<file path="config.mk">
export PLATFORM = sky130hd
export DESIGN_NAME = elastic_fork_n
export DESIGN_NICKNAME = d
export VERILOG_FILES = /design/src/rtl/elastic_fork_n.sv
export SDC_FILE = /design/constraint.sdc
export NUM_CORES = 1
export LEC_CHECK = 0
export ABC_AREA = 1
export ABC_CLOCK_PERIOD_IN_PS = 1270
export CAP_MARGIN = 10
export CORE_MARGIN = 2
export CORE_UTILIZATION = 29
export CTS_CLUSTER_SIZE = 24
export DETAILED_ROUTE_END_ITERATION = 8
export PLACE_DENSITY_LB_ADDON = 0.05
export REMOVE_ABC_BUFFERS = 1
export SLEW_MARGIN = 20
export SYNTH_ARGS = -nofsm -noshare
export SYNTH_HDL_FRONTEND = slang
export SYNTH_SLANG_ARGS = --single-unit
</file>
<file path="constraint.sdc">
create_clock -name clk -period 1.27 [get_ports clk]
set_input_delay 0.1905 -clock clk [delete_from_list [all_inputs] [get_ports clk]]
set_output_delay 0.1905 -clock clk [all_outputs]
set_load 0.01 [all_outputs]
</file>
<file path="src/rtl/elastic_fork_n.sv">
// elastic_fork_n
//
// N-way elastic fork for the PE interconnect. One upstream valid/stop token
// is copied to OUT_NUM downstream branches.
//
// Handshake (valid/stop): a token moves across an interface in any cycle
// where valid=1 and stop=0. Upstream keeps in_data stable while
// in_valid & in_stop. A downstream branch may raise out_stop at any time.
// valid never waits on stop from the same interface.
//
// EAGER=1: each branch takes the token as soon as it is ready. done_q records
//          the branches that already have it, so they are not shown the same
//          token again. The token completes when no pending branch stalls.
// EAGER=0: all enabled branches take the token together in one cycle. The
//          handshake is purely combinational and done_q stays zero.
//
// Ports:
//   clk, reset_n  clock; asynchronous active-low reset
//   in_data       upstream payload
//   in_valid      upstream token present
//   in_stop       backpressure to upstream. This is a combinational function
//                 of out_stop and out_enable.
//   out_data      per-branch payload; slice i is a copy of in_data
//   out_valid     per-branch valid
//   out_stop      per-branch backpressure
//   out_enable    branch connection mask from the mapper
//   token_count   completed tokens (wraps); used for profiling
module elastic_fork_n #(
  parameter int DATA_WIDTH  = 32,
  parameter int OUT_NUM     = 4,
  parameter int EAGER       = 1,
  parameter int COUNT_WIDTH = 16
) (
  input  logic                          clk,
  input  logic                          reset_n,
  input  logic [DATA_WIDTH-1:0]         in_data,
  input  logic                          in_valid,
  output logic                          in_stop,
  output logic [OUT_NUM*DATA_WIDTH-1:0] out_data,
  output logic [OUT_NUM-1:0]            out_valid,
  input  logic [OUT_NUM-1:0]            out_stop,
  input  logic [OUT_NUM-1:0]            out_enable,
  output logic [COUNT_WIDTH-1:0]        token_count
);

  logic [OUT_NUM-1:0]     done_q, done_d;
  logic [OUT_NUM-1:0]     pending;
  logic [OUT_NUM-1:0]     stalled;
  logic [OUT_NUM-1:0]     others;
  logic [OUT_NUM-1:0]     accept;
  logic                   complete;
  logic [COUNT_WIDTH-1:0] token_count_q, token_count_d;

  assign out_data    = {OUT_NUM{in_data}};
  assign token_count = token_count_q;

  always_comb begin
    others        = '0;
    out_valid     = '0;
    done_d        = '0;
    token_count_d = token_count_q;

    // In lazy mode done_q is always zero, so pending equals out_enable.
    pending = out_enable & ~done_q;
    stalled = pending & out_stop;
    in_stop = in_valid & (|stalled);

    if (EAGER != 0) begin
      // valid comes from done state only, so there is no out_stop->out_valid path.
      out_valid = {OUT_NUM{in_valid}} & pending;
    end else begin
      // A branch is shown the token only when every other enabled branch
      // can take it too. This lets all of them transfer in the same cycle.
      for (int i = 0; i < OUT_NUM; i++) begin
        others        = stalled;
        others[i]     = 1'b0;
        out_valid[i]  = in_valid & pending[i] & ~(|others);
      end
    end

    accept   = out_valid & ~out_stop;
    complete = in_valid & ~in_stop;

    // done clears on completion even for branches that are now disabled.
    if ((EAGER != 0) && !complete) begin
      done_d = done_q | accept;
    end

    if (complete) begin
      token_count_d = token_count_q + COUNT_WIDTH'(1);
    end
  end

  always_ff @(posedge clk or negedge reset_n) begin
    if (!reset_n) begin
      done_q        <= '0;
      token_count_q <= '0;
    end else begin
      done_q        <= done_d;
      token_count_q <= token_count_d;
    end
  end

endmodule
</file>
==> flow_summary.toml <==
[placement]
portBuffers = 31
hpwl_mm = 7.437
gp_congestion = 0.8528

[die]
std_cell_rows = 31
dieArea_um2 = 8343
die_x_um = 91.34
fp.dieH_um = 91.34
ios = 192
core_um2 = 7331
start_util = 0.3018

[setup_path]
critPathBufInv = 4
endpoint_kind = "flip-flop"
arrival_ns = 1.55
start_kind = "flip-flop"
cp.required_ns = 1.43
cpMaxStageDelayCell = "dfrtp_1"
worstSetupPathType = "reg2reg"
rrSetupSlack_ns = -0.12
crit_chain = "inv_2, nand3_2, nand2_2, nor2_4, buf_6, nand2_8, buf_12, buf_12, xor2_1"
cp_top_family = "buffers and inverters"
worstPathMaxFanout = 5
max_stage_delay_ns = 0.38
cpMostUsedCell = "buf_12"

[worst_hold_path]
hold_path_class = "in2async"

[drt]
ant_nets = 0
drt_drc_violations_left = 0
vias_per_cell = 4.681
wirelength_mm = 9.954
wl_per_cell_um = 28.60
drtPass1Iterations = 4
vias = 1629
drtIter0Drc = 50

[sta]
clock.fmax_mhz = 721.3
period_share = 1.092
rsz0062_at_grt = "yes"
slew_viol_final = 0
min_period_ns = 1.386
setup_violations = 23
fin_worst_skew_ns = 0.004283
slew_headroom = 0.8033
finalWorstSetupSlack_ns = -0.1164
fin_hold_ws_ns = 0.2660
tightest_slew_ns = 0.2950
hold_violations = 0

[finish]
drive_gt1_frac = 0.5261
fillers = 789
regArea_um2 = 509.2
n_antenna_cell = 0
syn_to_final_growth_pct = 7.749
multiInputGateArea_um2 = 879.6
nets = 294

[logic_synthesis]
synth_edf_count = 0
yosys_warnings = 0
synth_cells = 301
ys_types = 24
syn_area_um2 = 2212
synth_top_area_share = 0.4344
synth_area_leaders = "buf_4, dfrtp_1, nand2_1"
syn_avg_cell_area_um2 = 7.349
async_flop_share = 1.000
synth_ff_type = "dfrtp_1"
ys_ff_latch = 20
ys_seq_area_frac = 0.2262
yosys.area.top_type = "buf_4"

[pwr]
finalPower_mw = 3.076
p_per_area_nw_per_um2 = 1290
p_leak_nw = 1.181
ir_worst_vdd_mv = 0.5563

[global_route]
overflow = 0
antenna_found_initial = 0
first_global_vias = 1573
grtUsageTotal = 0.2368
grt_start_max_net_pins = 21
grt_pass1_wl_mm = 13.79

[status]
status = "finished, violations left"
violations = "setup timing"

[clocking]
numCtsBuffers = 3
cts_tree = "built"
cts_max_path_buffers = 2
cts.sinks = 20
htree_levels = 1
clk_latency_ns = 0.27
clkTransAtPathRegs_ns = 0.09
cts_hold_buf = 0
root_buffer = "clkbuf_8"

[flow_run]
max-cap-violations = 0
==> Yosys cell counts, types with 2 or more instances <==
library cell,number
buf_4,128
nand3_1,8
nor2_1,17
nand4_1,6
nor2_4,3
o21ai_0,2
nand2_2,3
nand3b_1,2
nand2_1,71
inv_2,2
inv_1,16
xnor2_1,6
nand3_2,4
dfrtp_1,20
a21oi_1,4
==> area by class of cell <==
class | instances | share of cell area
Multi-Input combinational cell | 133 | 0.3690
Timing Repair Buffer | 73 | 0.2992
Sequential cell | 20 | 0.2136
Tap cell | 99 | 0.05197
Inverter | 19 | 0.03622
Clock buffer | 3 | 0.01732
Clock inverter | 1 | 0.01260
==> through the flow <==
stage / setup TNS (ns) / setup slack, ns / cell area, um^2 / instances / util
2_1_floorplan: -0.3448 / -0.08895 / 1235 / 171 / -
3_3_place_gp: -7.879 / -0.4898 / 1802 / 317 / 0.2458
3_5_place_dp: -8.263 / -0.5260 / 1802 / 317 / 0.2458
4_1_cts: -1.718 / -0.1377 / 2225 / 343 / 0.3035
5_1_grt: -3.877 / -0.1919 / 2384 / 348 / 0.3251
6_report: -1.917 / -0.1164 / 2384 / 348 / 0.3251
==> routing by layer <==
| metal | wire length, um | vias up | track usage |
|---|---|---|---|
| li1 | - | 693 | - |
| met1 | 3276 | 733 | 0.2452 |
| met2 | 4401 | 178 | 0.3463 |
| met3 | 1908 | 21 | 0.2075 |
| met4 | 285 | 4 | 0.06566 |
| met5 | 82 | - | 0.08974 |
==> logic make-up (layout without fill, tap and decap cells) <==
group / count (synthesis) / in the layout / share of synthesized area
adder cells (fa/ha/maj): 1 / 1 / 0.005655
buffers and inverters: 149 / 96 / 0.4745
AND/OR/NAND/NOR: 117 / 118 / 0.2500
flip-flops: 20 / 20 / 0.2262
XOR/XNOR: 7 / 7 / 0.02772
AO/OA/AOI/OAI: 7 / 7 / 0.01584
==> where the power goes <==
group / total [mW] / internal [mW] / switching (mW)
clock network: 0.671 / 0.421 / 0.250
logic: 1.50 / 0.774 / 0.729
registers: 0.901 / 0.770 / 0.131
==> registers in the layout (all words and copies together) (netlist names) <==
register     flops
done_q           4
token_count     16
==> layout by cell type (no fill, tap or decap), types with 4 or more instances in the layout <==
cell type	instances
dlygate4sd2_1	10
xnor2_1	6
nor2_1	6
nand4_1	6
nand3_2	4
dfrtp_2	7
buf_16	4
a21oi_1	4
buf_4	35
nor2_4	9
dfrtp_1	13
inv_1	12
clkdlybuf4s50_1	9
nor2_2	7
inv_2	5
buf_6	4
nand2_2	29
nand2_1	39
nand2_4	6
nand3_1	6
==> repair_timing <==
| action | in CTS | in global routing |
|---|---|---|
| gates resized for setup | 92 | 42 |
| setup buffers | 17 | 5 |
| pin swaps | 11 | 10 |
| cloned | 5 | 0 |
| endpoints found under the setup margin | 37 | 29 |
==> worst register-to-register path, delay by kind of cell, from the launching register on <==
family,cells,cell delay [ns]
xor gates and xnor gates,1,0.13
DFF,1,0.38
and+or+nand+nor,4,0.31
buffers and inverters,4,0.47
==> path summary, 6_finish.rpt <==
check                                start              end  depth (start not counted)
hold / removal                     reset_n   token_count[1]                          2
max in group asynchronous          reset_n   token_count[8]                          2
hold reg to reg            token_count[15]  token_count[15]                          2
setup / recovery                 done_q[0]   token_count[0]                          9
setup reg to reg                 done_q[0]   token_count[0]                          9
min in group clk                in_data[6]    out_data[102]                          0
Power figures use the tool's default switching activity.
